File: src/rtl/alu4_nibble_seq_if.sv
// Request/response bus of the nibble-serial ALU sequencer.
// The master side issues word-wide ALU requests and consumes results;
// the slave side is the sequencer itself.
interface alu4_nibble_seq_if #(
    parameter int NIBBLES = 4
) ();
    localparam int W = 4 * NIBBLES;

    // Request channel
    logic         req_valid;
    logic         req_ready;
    logic [1:0]   req_m;
    logic         req_ai;
    logic         req_bi;
    logic         req_cin;
    logic [W-1:0] req_a;
    logic [W-1:0] req_b;

    // Response channel
    logic         resp_valid;
    logic         resp_ready;
    logic [W-1:0] resp_out;
    logic         resp_cout;
    logic         resp_zero;

    modport master (
        output req_valid, req_m, req_ai, req_bi, req_cin, req_a, req_b,
        input  req_ready,
        input  resp_valid, resp_out, resp_cout, resp_zero,
        output resp_ready
    );

    modport slave (
        input  req_valid, req_m, req_ai, req_bi, req_cin, req_a, req_b,
        output req_ready,
        output resp_valid, resp_out, resp_cout, resp_zero,
        input  resp_ready
    );
endinterface

File: src/rtl/alu4_nibble_seq.sv
// Nibble-serial sequencer for a single 4-bit ALU slice.
// A word-wide request is fed to the slice one nibble per clock, LSB first,
// with the slice carry registered between nibbles; the result is assembled
// in a shift register and presented on the response channel.
module alu4_nibble_seq #(
    parameter int NIBBLES = 4
) (
    input  logic                clk,
    input  logic                rst_n,
    alu4_nibble_seq_if.slave    bus,
    output logic [1:0]          alu_m,
    output logic                alu_ai,
    output logic                alu_bi,
    output logic                alu_kin,
    output logic [3:0]          alu_a,
    output logic [3:0]          alu_b,
    input  logic [3:0]          alu_out,
    input  logic                alu_kout
);
    localparam int W     = 4 * NIBBLES;
    localparam int IDX_W = (NIBBLES > 2) ? $clog2(NIBBLES) : 1;
    localparam logic [IDX_W-1:0] IDX_LAST = IDX_W'(NIBBLES - 1);

    typedef enum logic [1:0] {
        ST_IDLE = 2'd0,
        ST_RUN  = 2'd1,
        ST_DONE = 2'd2
    } state_e;

    state_e           state_q,     state_d;
    logic [IDX_W-1:0] idx_q,       idx_d;
    logic             carry_q,     carry_d;
    logic [W-1:0]     a_sh_q,      a_sh_d;
    logic [W-1:0]     b_sh_q,      b_sh_d;
    logic [W-1:0]     res_sh_q,    res_sh_d;
    logic [1:0]       cfg_m_q,     cfg_m_d;
    logic             cfg_ai_q,    cfg_ai_d;
    logic             cfg_bi_q,    cfg_bi_d;
    logic [W-1:0]     resp_out_q,  resp_out_d;
    logic             resp_cout_q, resp_cout_d;
    logic             resp_zero_q, resp_zero_d;
    logic             req_ready_q, req_ready_d;
    logic             resp_valid_q, resp_valid_d;
    logic [W-1:0]     final_s;

    // Next-state, datapath and output-flag computation for the sequencer.
    always_comb begin
        state_d      = state_q;
        idx_d        = idx_q;
        carry_d      = carry_q;
        a_sh_d       = a_sh_q;
        b_sh_d       = b_sh_q;
        res_sh_d     = res_sh_q;
        cfg_m_d      = cfg_m_q;
        cfg_ai_d     = cfg_ai_q;
        cfg_bi_d     = cfg_bi_q;
        resp_out_d   = resp_out_q;
        resp_cout_d  = resp_cout_q;
        resp_zero_d  = resp_zero_q;
        // Result as it will stand once the current slice nibble is shifted in.
        final_s      = {alu_out, res_sh_q[W-1:4]};

        case (state_q)
            ST_IDLE: begin
                if (bus.req_valid) begin
                    cfg_m_d  = bus.req_m;
                    cfg_ai_d = bus.req_ai;
                    cfg_bi_d = bus.req_bi;
                    a_sh_d   = bus.req_a;
                    b_sh_d   = bus.req_b;
                    carry_d  = bus.req_cin;
                    idx_d    = '0;
                    state_d  = ST_RUN;
                end else begin
                    state_d  = ST_IDLE;
                end
            end
            ST_RUN: begin
                carry_d  = alu_kout;
                a_sh_d   = {4'd0, a_sh_q[W-1:4]};
                b_sh_d   = {4'd0, b_sh_q[W-1:4]};
                res_sh_d = final_s;
                if (idx_q == IDX_LAST) begin
                    idx_d       = '0;
                    resp_out_d  = final_s;
                    resp_cout_d = alu_kout;
                    resp_zero_d = (final_s == '0);
                    state_d     = ST_DONE;
                end else begin
                    idx_d       = idx_q + IDX_W'(1);
                end
            end
            ST_DONE: begin
                if (bus.resp_ready) begin
                    state_d = ST_IDLE;
                end else begin
                    state_d = ST_DONE;
                end
            end
            default: begin
                state_d = ST_IDLE;
            end
        endcase

        // Handshake flags are registered copies of the next-state decode.
        req_ready_d  = (state_d == ST_IDLE);
        resp_valid_d = (state_d == ST_DONE);
    end

    // State register with synchronous active-low reset.
    always_ff @(posedge clk) begin
        if (!rst_n) begin
            state_q      <= ST_IDLE;
            idx_q        <= '0;
            carry_q      <= 1'b0;
            a_sh_q       <= '0;
            b_sh_q       <= '0;
            res_sh_q     <= '0;
            cfg_m_q      <= 2'd0;
            cfg_ai_q     <= 1'b0;
            cfg_bi_q     <= 1'b0;
            resp_out_q   <= '0;
            resp_cout_q  <= 1'b0;
            resp_zero_q  <= 1'b0;
            req_ready_q  <= 1'b1;
            resp_valid_q <= 1'b0;
        end else begin
            state_q      <= state_d;
            idx_q        <= idx_d;
            carry_q      <= carry_d;
            a_sh_q       <= a_sh_d;
            b_sh_q       <= b_sh_d;
            res_sh_q     <= res_sh_d;
            cfg_m_q      <= cfg_m_d;
            cfg_ai_q     <= cfg_ai_d;
            cfg_bi_q     <= cfg_bi_d;
            resp_out_q   <= resp_out_d;
            resp_cout_q  <= resp_cout_d;
            resp_zero_q  <= resp_zero_d;
            req_ready_q  <= req_ready_d;
            resp_valid_q <= resp_valid_d;
        end
    end

    // Slice drive: active only in RUN so the slice is quiescent otherwise.
    always_comb begin
        if (state_q == ST_RUN) begin
            alu_a   = a_sh_q[3:0];
            alu_b   = b_sh_q[3:0];
            alu_kin = carry_q;
            alu_m   = cfg_m_q;
            alu_ai  = cfg_ai_q;
            alu_bi  = cfg_bi_q;
        end else begin
            alu_a   = 4'd0;
            alu_b   = 4'd0;
            alu_kin = 1'b0;
            alu_m   = 2'd0;
            alu_ai  = 1'b0;
            alu_bi  = 1'b0;
        end
    end

    assign bus.req_ready  = req_ready_q;
    assign bus.resp_valid = resp_valid_q;
    assign bus.resp_out   = resp_out_q;
    assign bus.resp_cout  = resp_cout_q;
    assign bus.resp_zero  = resp_zero_q;
endmodule

File: src/flat_wrapper.sv
// flat-port wrapper written by rule: the top's interface ports become plain ports
module alu4_nibble_seq_flat 
#(
    parameter int NIBBLES = 4
)
  (clk, rst_n, alu_m, alu_ai, alu_bi, alu_kin, alu_a, alu_b, alu_out, alu_kout, bus_req_valid, bus_req_m, bus_req_ai, bus_req_bi, bus_req_cin, bus_req_a, bus_req_b, bus_req_ready, bus_resp_valid, bus_resp_out, bus_resp_cout, bus_resp_zero, bus_resp_ready);
  alu4_nibble_seq_if #(.NIBBLES(NIBBLES)) bus_i ();
  input  logic clk;
  input  logic rst_n;
  output logic [1:0] alu_m;
  output logic alu_ai;
  output logic alu_bi;
  output logic alu_kin;
  output logic [3:0] alu_a;
  output logic [3:0] alu_b;
  input  logic [3:0] alu_out;
  input  logic alu_kout;
  input wire logic [$bits(bus_i.req_valid)-1:0] bus_req_valid;
  input wire logic [$bits(bus_i.req_m)-1:0] bus_req_m;
  input wire logic [$bits(bus_i.req_ai)-1:0] bus_req_ai;
  input wire logic [$bits(bus_i.req_bi)-1:0] bus_req_bi;
  input wire logic [$bits(bus_i.req_cin)-1:0] bus_req_cin;
  input wire logic [$bits(bus_i.req_a)-1:0] bus_req_a;
  input wire logic [$bits(bus_i.req_b)-1:0] bus_req_b;
  output wire logic [$bits(bus_i.req_ready)-1:0] bus_req_ready;
  output wire logic [$bits(bus_i.resp_valid)-1:0] bus_resp_valid;
  output wire logic [$bits(bus_i.resp_out)-1:0] bus_resp_out;
  output wire logic [$bits(bus_i.resp_cout)-1:0] bus_resp_cout;
  output wire logic [$bits(bus_i.resp_zero)-1:0] bus_resp_zero;
  input wire logic [$bits(bus_i.resp_ready)-1:0] bus_resp_ready;
  assign bus_i.req_valid = bus_req_valid;
  assign bus_i.req_m = bus_req_m;
  assign bus_i.req_ai = bus_req_ai;
  assign bus_i.req_bi = bus_req_bi;
  assign bus_i.req_cin = bus_req_cin;
  assign bus_i.req_a = bus_req_a;
  assign bus_i.req_b = bus_req_b;
  assign bus_req_ready = bus_i.req_ready;
  assign bus_resp_valid = bus_i.resp_valid;
  assign bus_resp_out = bus_i.resp_out;
  assign bus_resp_cout = bus_i.resp_cout;
  assign bus_resp_zero = bus_i.resp_zero;
  assign bus_i.resp_ready = bus_resp_ready;
  alu4_nibble_seq #(.NIBBLES(NIBBLES)) u_core (.clk(clk), .rst_n(rst_n), .bus(bus_i), .alu_m(alu_m), .alu_ai(alu_ai), .alu_bi(alu_bi), .alu_kin(alu_kin), .alu_a(alu_a), .alu_b(alu_b), .alu_out(alu_out), .alu_kout(alu_kout));
endmodule
File: config.mk
export PLATFORM = sky130hd
export DESIGN_NAME = alu4_nibble_seq_flat
export DESIGN_NICKNAME = d
export VERILOG_FILES = /design/src/rtl/alu4_nibble_seq_if.sv /design/src/rtl/alu4_nibble_seq.sv /design/src/flat_wrapper.sv
export SDC_FILE = /design/constraint.sdc
export NUM_CORES = 1
export LEC_CHECK = 0
export CORE_MARGIN = 8
export CORE_UTILIZATION = 45
export CTS_CLUSTER_SIZE = 14
export DETAILED_ROUTE_END_ITERATION = 16
export DONT_BUFFER_PORTS = 1
export PLACE_DENSITY_LB_ADDON = 0.12
export SLEW_MARGIN = 10
export SYNTH_ARGS = -nofsm -noshare
export SYNTH_HDL_FRONTEND = slang
export SYNTH_SLANG_ARGS = --single-unit
File: constraint.sdc
create_clock -name clk -period 2.1 [get_ports clk]
set_clock_uncertainty 0.05 [all_clocks]
set_input_delay 0.63 -clock clk [delete_from_list [all_inputs] [get_ports clk]]
set_output_delay 0.63 -clock clk [all_outputs]
set_load 0.01 [all_outputs]
==> results of run 1 <==
-- kinds of logic after synthesis --
kind of cell               share of synthesized area
AOI/OAI and AO/OA                              0.213
DFF                                            0.490
and+or+nand+nor                                0.240
buffers and inverters                         0.0520
adders and majority gates                    0.00420
-- critical path, stage by stage, from the launching register on --
cell                      delay, ns
sky130_fd_sc_hd__dfxtp_2       0.42
sky130_fd_sc_hd__nor2b_4       0.22
sky130_fd_sc_hd__buf_4         0.17
sky130_fd_sc_hd__and2_1        0.19
-- sequential cells by signal, summed over array words and instances (netlist names) --
signal / flops
u_core.carry_q: 1
u_core.state_q: 2
u_core.bus.resp_zero: 1
u_core.a_sh_q: 16
u_core.res_sh_q: 12
u_core.cfg_bi_q: 1
u_core.bus.resp_out: 16
u_core.bus.resp_cout: 1
u_core.bus.resp_valid: 1
u_core.b_sh_q: 16
u_core.cfg_ai_q: 1
u_core.cfg_m_q: 2
u_core.bus.req_ready: 1
u_core.idx_q: 2
-- placed cells by master (no fill, tap or decap), drive strengths merged --
cell type    n
nor4         2
nand2      125
nand3b       1
clkbuf      10
nor3b        2
buf          9
or3b         1
clkinv       2
nor2b        2
nand2b       1
and2        14
a21boi      42
nand3       10
inv          1
a31oi       26
nor4b        2
or4          1
bufinv       2
clkinvlp     1
ha           1
nand4        1
and3b        1
nor2         1
o31ai        1
dfxtp       73
o21a         2
o21ai       27
-- path summary, 6_finish.rpt --
check | endpoint | slack (ns) | cells past startpoint
max | alu_m[1] | 0.09 | 3
min | u_core.bus.req_ready | 0.32 | 1
max reg2reg | u_core.a_sh_q[14] | 0.57 | 4
min reg2reg | u_core.cfg_m_q[1] | 0.41 | 2
-- Yosys cell counts --
| cell | count | area [um^2] |
|---|---|---|
| sky130_fd_sc_hd__nor2b_1 | 2 | 12.5 |
| sky130_fd_sc_hd__nand3b_2 | 1 | 11.3 |
| sky130_fd_sc_hd__and2_1 | 14 | 87.6 |
| sky130_fd_sc_hd__a31oi_1 | 26 | 163 |
| sky130_fd_sc_hd__buf_4 | 4 | 30.0 |
| sky130_fd_sc_hd__nand2b_1 | 1 | 6.26 |
| sky130_fd_sc_hd__nor2_1 | 1 | 3.75 |
| sky130_fd_sc_hd__o21a_1 | 2 | 15.0 |
| sky130_fd_sc_hd__buf_6 | 1 | 11.3 |
| sky130_fd_sc_hd__or3b_1 | 1 | 8.76 |
| sky130_fd_sc_hd__nand2_1 | 125 | 469 |
| sky130_fd_sc_hd__and3b_1 | 1 | 8.76 |
| sky130_fd_sc_hd__ha_1 | 1 | 12.5 |
| sky130_fd_sc_hd__nor3b_1 | 2 | 15.0 |
| sky130_fd_sc_hd__a21boi_0 | 42 | 315 |
| sky130_fd_sc_hd__nand3_1 | 10 | 50.1 |
| sky130_fd_sc_hd__nand4_1 | 1 | 6.26 |
| sky130_fd_sc_hd__nor4b_1 | 2 | 17.5 |
| sky130_fd_sc_hd__o31ai_1 | 1 | 7.51 |
| sky130_fd_sc_hd__o21ai_0 | 26 | 130 |
| sky130_fd_sc_hd__dfxtp_1 | 73 | 1460 |
| sky130_fd_sc_hd__nor4_1 | 2 | 12.5 |
| sky130_fd_sc_hd__buf_2 | 12 | 60.1 |
| sky130_fd_sc_hd__o21ai_1 | 1 | 5.00 |
| sky130_fd_sc_hd__clkbuf_2 | 1 | 5.00 |
| sky130_fd_sc_hd__or4_1 | 1 | 7.51 |
| sky130_fd_sc_hd__clkbuf_1 | 13 | 48.8 |
-- stage by stage --
| stage | hold slack [ns] | power [mW] | cells | cell area [um^2] | worst slack (ns) |
|---|---|---|---|---|---|
| after global routing | 0.324 | 3.11 | 438 | 3230 | 0.00305 |
| after CTS | 0.299 | 3.02 | 438 | 3230 | 0.0588 |
| after floorplan | 0.389 | 1.73 | 367 | 2980 | 0.329 |
| final | 0.316 | 2.98 | 438 | 3230 | 0.0866 |
| after detailed placement | 0.406 | 1.76 | 422 | 3000 | 0.286 |
| after global placement | 0.396 | 1.76 | 422 | 3000 | 0.349 |
-- area by class of cell --
| cell class | count | area (um^2) |
|---|---|---|
| sequential | 73 | 1460 |
| tap | 77 | 96.3 |
| fill | 640 | 3150 |
| timing repair buffer | 9 | 67.6 |
| clock buffer | 10 | 138 |
| multi-input combinational | 263 | 1380 |
| clock inverter | 6 | 90.1 |
-- metal layers --
layer	vias to the layer above	track usage	part of all wire
li1	1210	-	-
met1	1090	0.171	0.43
met2	64	0.243	0.48
met3	11	0.0541	0.076
met4	0	0.0664	0.018
met5	-	0	0
-- power groups by stage --
stage,combinational (mW),sequential (mW),clock (mW)
global route,0.270,1.51,1.33
detailed placement,0.234,1.53,0
finish,0.234,1.50,1.24
CTS,0.237,1.50,1.28
global placement,0.231,1.53,0
floorplan,0.211,1.52,0
==> impl_results.md, run 1 <==
- Outcome: finished clean
- Final worst path period need: 2.01 ns
- Max-cap check violation count: 0
- Slew margin rel.: 0.712
- Transition at the pin with the smallest max-transition slack: 0.432 ns
- Total clock buffers created by CTS: 9
- Pwr per Cell Area: 920 nW/um^2
- Worst-path maximum fanout: 8
- CTS H-tree depth: 3
- Maximum number of pins on one net before global-route repair: 75
- Grt total ovfl: 0
- # diodes: 0
- Clock tree from TritonCTS: done
- Count of synthesis-stage warnings from yosys: 0
- Reg power frac: 0.503
- Overall fraction of global-route tracks in use: 0.149
- Post-synthesis to final-layout area growth: 8.48%
- Achievable frequency: just under 500 MHz
- Top-level I/O count: between 70 and 80
- Int Power: ~2.3 mW
- Clock power frac: 0.418
- Mean area per synthesized cell: 8.12 um^2
- Flip-flop and latch count after synthesis: 73
- Fin. Hold Viols: 0
- Number of vias in the routed layout: 2375
- Mean routed wirelength per cell: 16.2 um
- Initial core utilization: 0.467
- Final core occ: 0.506
- Final sum of negative setup slack: 0 ns
- Global placement routability congestion: between 0.7 and 0.8
- Core area: 6390 um^2
- Die Ht: 97.4 um
- Drc violations: 0
- Final period util: 0.959
- DRC marker count from the first detailed-route iteration: 100
- Root buf cell: sky130_fd_sc_hd__clkbuf_8
- Die boundary width: 97.4 um
- Worst Setup End Kind: output port
- Post-layout net count: slightly above 400
- Launching instance or port of the critical path: u_core.state_q[0]
- Clock-pin slew on the worst setup and hold paths: 0.08 ns
- WP data required: roughly 1.4 ns
- Cts repair resizes: 2
- Detailed placer's ending HPWL: 4640 um
- Proportion of layout cells with a drive suffix above 1: 0.0831
- Mapped cell area: slightly below 3000 um^2
- First-pass GRT wire length: 11700 um
- Endpoint arrival time on the critical path: 1.33 ns
- DR pass1 iterations: 4
- Number of buffers inserted by hold repair at cts: 0
- CTS max path bufs: 2
- Input/output buffers: 0
- CP Launch Type: flip-flop
- Site row count: 29
- Total wire length: 7110 um
- Fraction of power consumed by combinational cells: 0.079
- Kind of critical path: flip-flop to output port
- Clock Latency Late Sink: roughly 0.35 ns
- Peak supply drop: 445 uV
- Setup repair after global routing missed its margin: no
- Start of the worst register-to-register path: u_core.state_q[1]
- Sequential fraction of the synthesis area: 0.490
- Mapped Nets: 414
- Switching pwr: between 700 and 800 uW
- Antenna viol nets, final: 0
- Die area: around 9500 um^2
- Leakage power total: between 1 and 1.5 nW
- Post-CTS repair timing setup buffer count: 0
- Synthesized instance count: 367
- Number of max-slew violations in the final report: 0
- Startpoint of the most critical hold path: rst_n
- Number of endpoints failing setup at the final stage: 0
- Post-synthesis cell type count: 27
- Via count of the first global-routing pass: 2341
- Share of total power consumed by net switching: 0.242
- Avg Vias per Cell: 5.42
- Antenna violations before repair: 0
- Count of clock tree sinks: 73
- Path category of the worst min-delay check: input pin to flip-flop
Power figures use the tool's default switching activity.
==> inputs of run 2 (changes only) <==
- clock period: 2.1 -> 2.6 ns (I/O delays scaled with it)
==> run 2 against run 1 <==
Worst setup slack better by 0.086 ns. Sequential power is 19% lower. Clock power hardly changed. Critical path depth is 1 lower. Cell count is 0.91% lower.
==> impl_results.md, run 2 (synthesized netlist as in run 1, its figures left out) <==
- Clock tree from TritonCTS: done
- WP data required: ~1.8 ns
- Worst-path maximum fanout: 14
- Post-synthesis to final-layout area growth: 9.82%
- Highest-count cells in the layout ignoring fill and taps: sky130_fd_sc_hd__nand2_1, sky130_fd_sc_hd__dfxtp_1, sky130_fd_sc_hd__a21boi_0
- Kind of critical path: flip-flop to output port
- Fin. Hold Viols: 0
- Input/output buffers: 0
- Post-CTS repair timing setup buffer count: 0
- Endpoint arrival time on the critical path: around 1.6 ns
- Total clock buffers created by CTS: 9
- Root buf cell: sky130_fd_sc_hd__clkbuf_8
- Site row count: 29
- Antenna violations before repair: 0
- # diodes: 0
- Number of endpoints failing setup at the final stage: 0
- First-pass GRT wire length: 11900 um
- Number of vias in the routed layout: between 2k and 2.5k
- Overall fraction of global-route tracks in use: 0.153
- Max-cap check violation count: 0
- Worst Setup End Kind: output port
- Final worst path period need: 2.43 ns
- Global placement routability congestion: 0.805
- Pwr per Cell Area: just over 800 nW/um^2
- Total wire length: 7120 um
- Die area: 9490 um^2
- DRC marker count from the first detailed-route iteration: around 110
- DR pass1 iterations: 4
- Antenna viol nets, final: 0
- Outcome: finished clean
- CP Launch Type: flip-flop
- Setup repair after global routing missed its margin: no
- Number of buffers inserted by hold repair at cts: 0
- Transition at the pin with the smallest max-transition slack: 0.693 ns
- Post-layout net count: 399
- Clock Latency Late Sink: 0.34 ns
- Initial core utilization: 0.467
- Avg Vias per Cell: 5.49
- Path category of the worst min-delay check: flip-flop to flip-flop
- Peak supply drop: around 400 uV
- Mean routed wirelength per cell: 16.4 um
- Leading cell type in the layout, fill and taps excluded: sky130_fd_sc_hd__nand2_1
- Detailed placer's ending HPWL: 4610 um
- Hold_ws: 0.414 ns
- CTS max path bufs: 2
- Core area: 6390 um^2
- Maximum number of pins on one net before global-route repair: 75
- Count of clock tree sinks: 73
- Slew margin rel.: 0.538
- Final sum of negative setup slack: 0 ns
- Number of max-slew violations in the final report: 0
- Top-level I/O count: 79
- Drc violations: 0
- Clock-pin slew on the worst setup and hold paths: 0.07 ns
- Die boundary width: 97.4 um
- Fillers: between 600 and 700
- Min setup slack post-route: 0.172 ns
- Leakage power total: 1.14 nW
- Proportion of layout cells with a drive suffix above 1: 0.0672
- Die Ht: 97.4 um
- Via count of the first global-routing pass: approximately 2.4k
- Cts repair resizes: 0
- Grt total ovfl: 0
- Final period util: 0.934
- CTS H-tree depth: 3
- Worst slack at placement: between 0.4 and 0.5 ns
- Achievable frequency: approximately 410 MHz
[run 2: layout make-up]
| cell class | instances | area (um^2) | share of cell area |
|---|---|---|---|
| multi-input combinational | 263 | 1380 | 0.420 |
| clock inverter | 5 | 150 | 0.0459 |
| clock buffer | 11 | 141 | 0.0432 |
| sequential | 73 | 1460 | 0.446 |
| tap | 77 | 96.3 | 0.0294 |
| timing repair buffer | 5 | 50.0 | 0.0153 |
[run 2: critical path: stages, from the launching register on]
cell,delay (ns)
sky130_fd_sc_hd__dfxtp_1,0.48
sky130_fd_sc_hd__nor2b_2,0.51
sky130_fd_sc_hd__and2_1,0.26
[run 2: power breakdown]
part	internal [mW]	switching, mW	leakage, nW	total [mW]
Combinational	0.0729	0.114	0.400	0.187
Sequential	1.18	0.0325	0.597	1.21
Clock	0.859	0.409	0.144	1.27
Total	2.11	0.556	1.14	2.66
[run 2: final timing paths]
check        slack (ns)  cells after the start         startpoint              endpoint
max                0.17                      2  u_core.state_q[0]               alu_kin
max reg2reg        0.85                      4    u_core.idx_q[0]  u_core.bus.resp_zero
min                0.41                      2  u_core.cfg_m_q[1]     u_core.cfg_m_q[1]
min reg2reg        0.41                      2  u_core.cfg_m_q[1]     u_core.cfg_m_q[1]
[run 2: metal layers]
layer	up-vias	GRT usage	wire length, um
li1	1200	-	-
met1	1107	0.166	2980
met2	62	0.253	3460
met3	13	0.0605	525
met4	0	0.0734	150
met5	-	0	0
[run 2: per-stage QoR]
stage          power, mW  cell area [um^2]  std cells   util
3_3_place_gp        1.42              2980        418  0.467
5_1_grt             2.78              3270        434  0.513
6_report            2.66              3270        434  0.513
4_1_cts             2.70              3270        434  0.513
3_5_place_dp        1.43              2980        418  0.467
2_1_floorplan       1.40              2980        367      -
==> inputs of run 3 (changes only) <==
--- a/config.mk
+++ b/config.mk
@@ -12,2 +12,3 @@
 export DONT_BUFFER_PORTS = 1
+export HOLD_SLACK_MARGIN = 0.15
 export PLACE_DENSITY_LB_ADDON = 0.12
==> constraint.sdc (replaced) <==
create_clock -name clk -period 2.6 [get_ports clk]
set_clock_uncertainty 0.05 [all_clocks]
set_input_delay 0.39 -clock clk [delete_from_list [all_inputs] [get_ports clk]]
set_output_delay 0.39 -clock clk [all_outputs]
set_load 0.01 [all_outputs]
==> run 3 against run 2 <==
Final area up 11%. Combinational power up 36%. Utilization up 5.8 points. First-iteration DRC count down 7.1%. Fmax up 17%. Critical path depth unchanged. Worst setup slack better by 0.36 ns. Sequential power about the same. Die area unchanged. Count of clock-buffer cells in the layout unchanged. Wire length up 5.0%. Largest cell class unchanged. Largest power group is now registers.
==> impl_results.md, run 3 (synthesized netlist as in run 1, its figures left out) <==
- Final period util: 0.796
- Final worst path period need: 2.07 ns
- Global placement routability congestion: around 0.79
- Initial core utilization: 0.467
- Path category of the worst min-delay check: input pin to flip-flop
- Drc violations: 0
- FF-to-FF setup slack: 0.72 ns
- Number of max-slew violations in the final report: 0
- Proportion of layout cells with a drive suffix above 1: 0.0675
- Worst slack at placement: 0.704 ns
- Leading cell type in the layout, fill and taps excluded: sky130_fd_sc_hd__nand2_1
- Antenna viol nets, final: 0
- Total clock buffers created by CTS: 9
- DRC marker count from the first detailed-route iteration: 105
- CTS H-tree depth: 3
- Highest-count cells in the layout ignoring fill and taps: sky130_fd_sc_hd__nand2_1, sky130_fd_sc_hd__dfxtp_1, sky130_fd_sc_hd__a21boi_0
- CP Cell Sequence: nor2b_2 > and2_1
- Outcome: finished clean
- Mean routed wirelength per cell: 15.6 um
- Die area: about 9500 um^2
- Count of clock tree sinks: 73
- Antenna violations before repair: 1
- Kind of critical path: flip-flop to output port
- First-pass GRT wire length: 12300 um
- WP data required: approximately 2.2 ns
- Core area: around 6400 um^2
- Overall fraction of global-route tracks in use: 0.156
- Setup repair after global routing missed its margin: no
- Worst Setup End Kind: output port
- Detailed placer's ending HPWL: 4610 um
- Transition at the pin with the smallest max-transition slack: between 0.7 and 0.8 ns
- Die boundary width: 97.4 um
- Avg Vias per Cell: 5.28
- Slew margin rel.: 0.511
- Post-layout net count: 442
- Maximum number of pins on one net before global-route repair: 71
- Largest stage delay, worst path: 0.55 ns
- Pwr per Cell Area: 677 nW/um^2
- Site row count: 29
- Post-CTS repair timing setup buffer count: 0
- Final sum of negative setup slack: 0 ns
- Number of vias in the routed layout: 2523
- Clock-pin slew on the worst setup and hold paths: 0.07 ns
- Post-synthesis to final-layout area growth: 22.3%
- Number of endpoints failing setup at the final stage: 0
- Leakage power total: 1.29 nW
- Clock tree from TritonCTS: done
- DR pass1 iterations: 4
- Grt total ovfl: 0
- CP Launch Type: flip-flop
- Top-level I/O count: 79
- Fin. Hold Viols: 0
- Worst-path maximum fanout: 15
- Via count of the first global-routing pass: 2442
- Die Ht: 97.4 um
- Total wire length: 7480 um
- Peak supply drop: 477 uV
- Critical-path top delay cell: sky130_fd_sc_hd__nor2b_2
- Endpoint arrival time on the critical path: 1.63 ns
- Root buf cell: sky130_fd_sc_hd__clkbuf_8
- Input/output buffers: 0
- CTS max path bufs: 2
- Min setup slack post-route: 0.531 ns
- Clock Latency Late Sink: 0.34 ns
- Achievable frequency: 483 MHz
- Max-cap check violation count: 0
-- run 3: changes by cell type in the layout (fill, tap and decap cells not counted), sizes merged --
| cell | change |
|---|---|
| buf | +2 |
| diode | +1 |
| bufinv | -3 |
| dlygate4sd3 | +41 |
| clkinv | +2 |
| clkinvlp | +1 |
-- run 3: final cells by class --
cell class	count	area (um^2)
Fill cell	621	2740
Clock inverter	5	77.6
Tap cell	77	96.3
Multi-Input combinational cell	263	1380
Timing Repair Buffer	48	483
Antenna cell	1	2.50
Clock buffer	11	151
Sequential cell	73	1460
-- run 3: metal layers --
| metal | track usage | vias to the layer above | part of all wire |
|---|---|---|---|
| met2 | 0.247 | 73 | 0.47 |
| met4 | 0.0688 | 0 | 0.014 |
| met5 | 0 | - | 0 |
| met1 | 0.188 | 1148 | 0.45 |
| met3 | 0.0505 | 12 | 0.070 |
| li1 | - | 1290 | - |
-- run 3: worst paths after layout --
check                           cells after the start              start                 to
worst max register to register                      4  u_core.state_q[0]  u_core.a_sh_q[14]
worst min register to register                      2    u_core.cfg_bi_q    u_core.cfg_bi_q
worst max-delay path                                2  u_core.state_q[0]           alu_m[1]
worst min-delay path                                2              rst_n  u_core.a_sh_q[11]
-- run 3: what timing repair did --
action	4_1_cts	5_1_grt
endpoints found under the setup margin	0	0
hold buffers	42	0
gates resized for setup	0	0
endpoints found under the hold margin	73	0
-- run 3: through the flow --
stage	cells	total power, mW	hold WS, ns	utilization	area [um^2]
after floorplan	367	1.40	0.389	-	2980
after global routing	478	2.58	0.158	0.571	3650
after detailed placement	419	1.42	0.404	0.466	2980
final	478	2.47	0.165	0.571	3650
after global placement	419	1.42	0.400	0.466	2980
after CTS	477	2.50	0.151	0.571	3640
-- run 3: report_power, final --
| part | total, mW | switching (mW) | internal, mW |
|---|---|---|---|
| Sequential | 1.21 | 0.0329 | 1.18 |
| Combinational | 0.255 | 0.139 | 0.116 |
| Clock | 1.01 | 0.416 | 0.590 |
-- run 3: critical path, delay by kind of cell (launching register included) --
kind | cells | cell delay [ns]
simple gates | 2 | 0.82
flops | 1 | 0.47
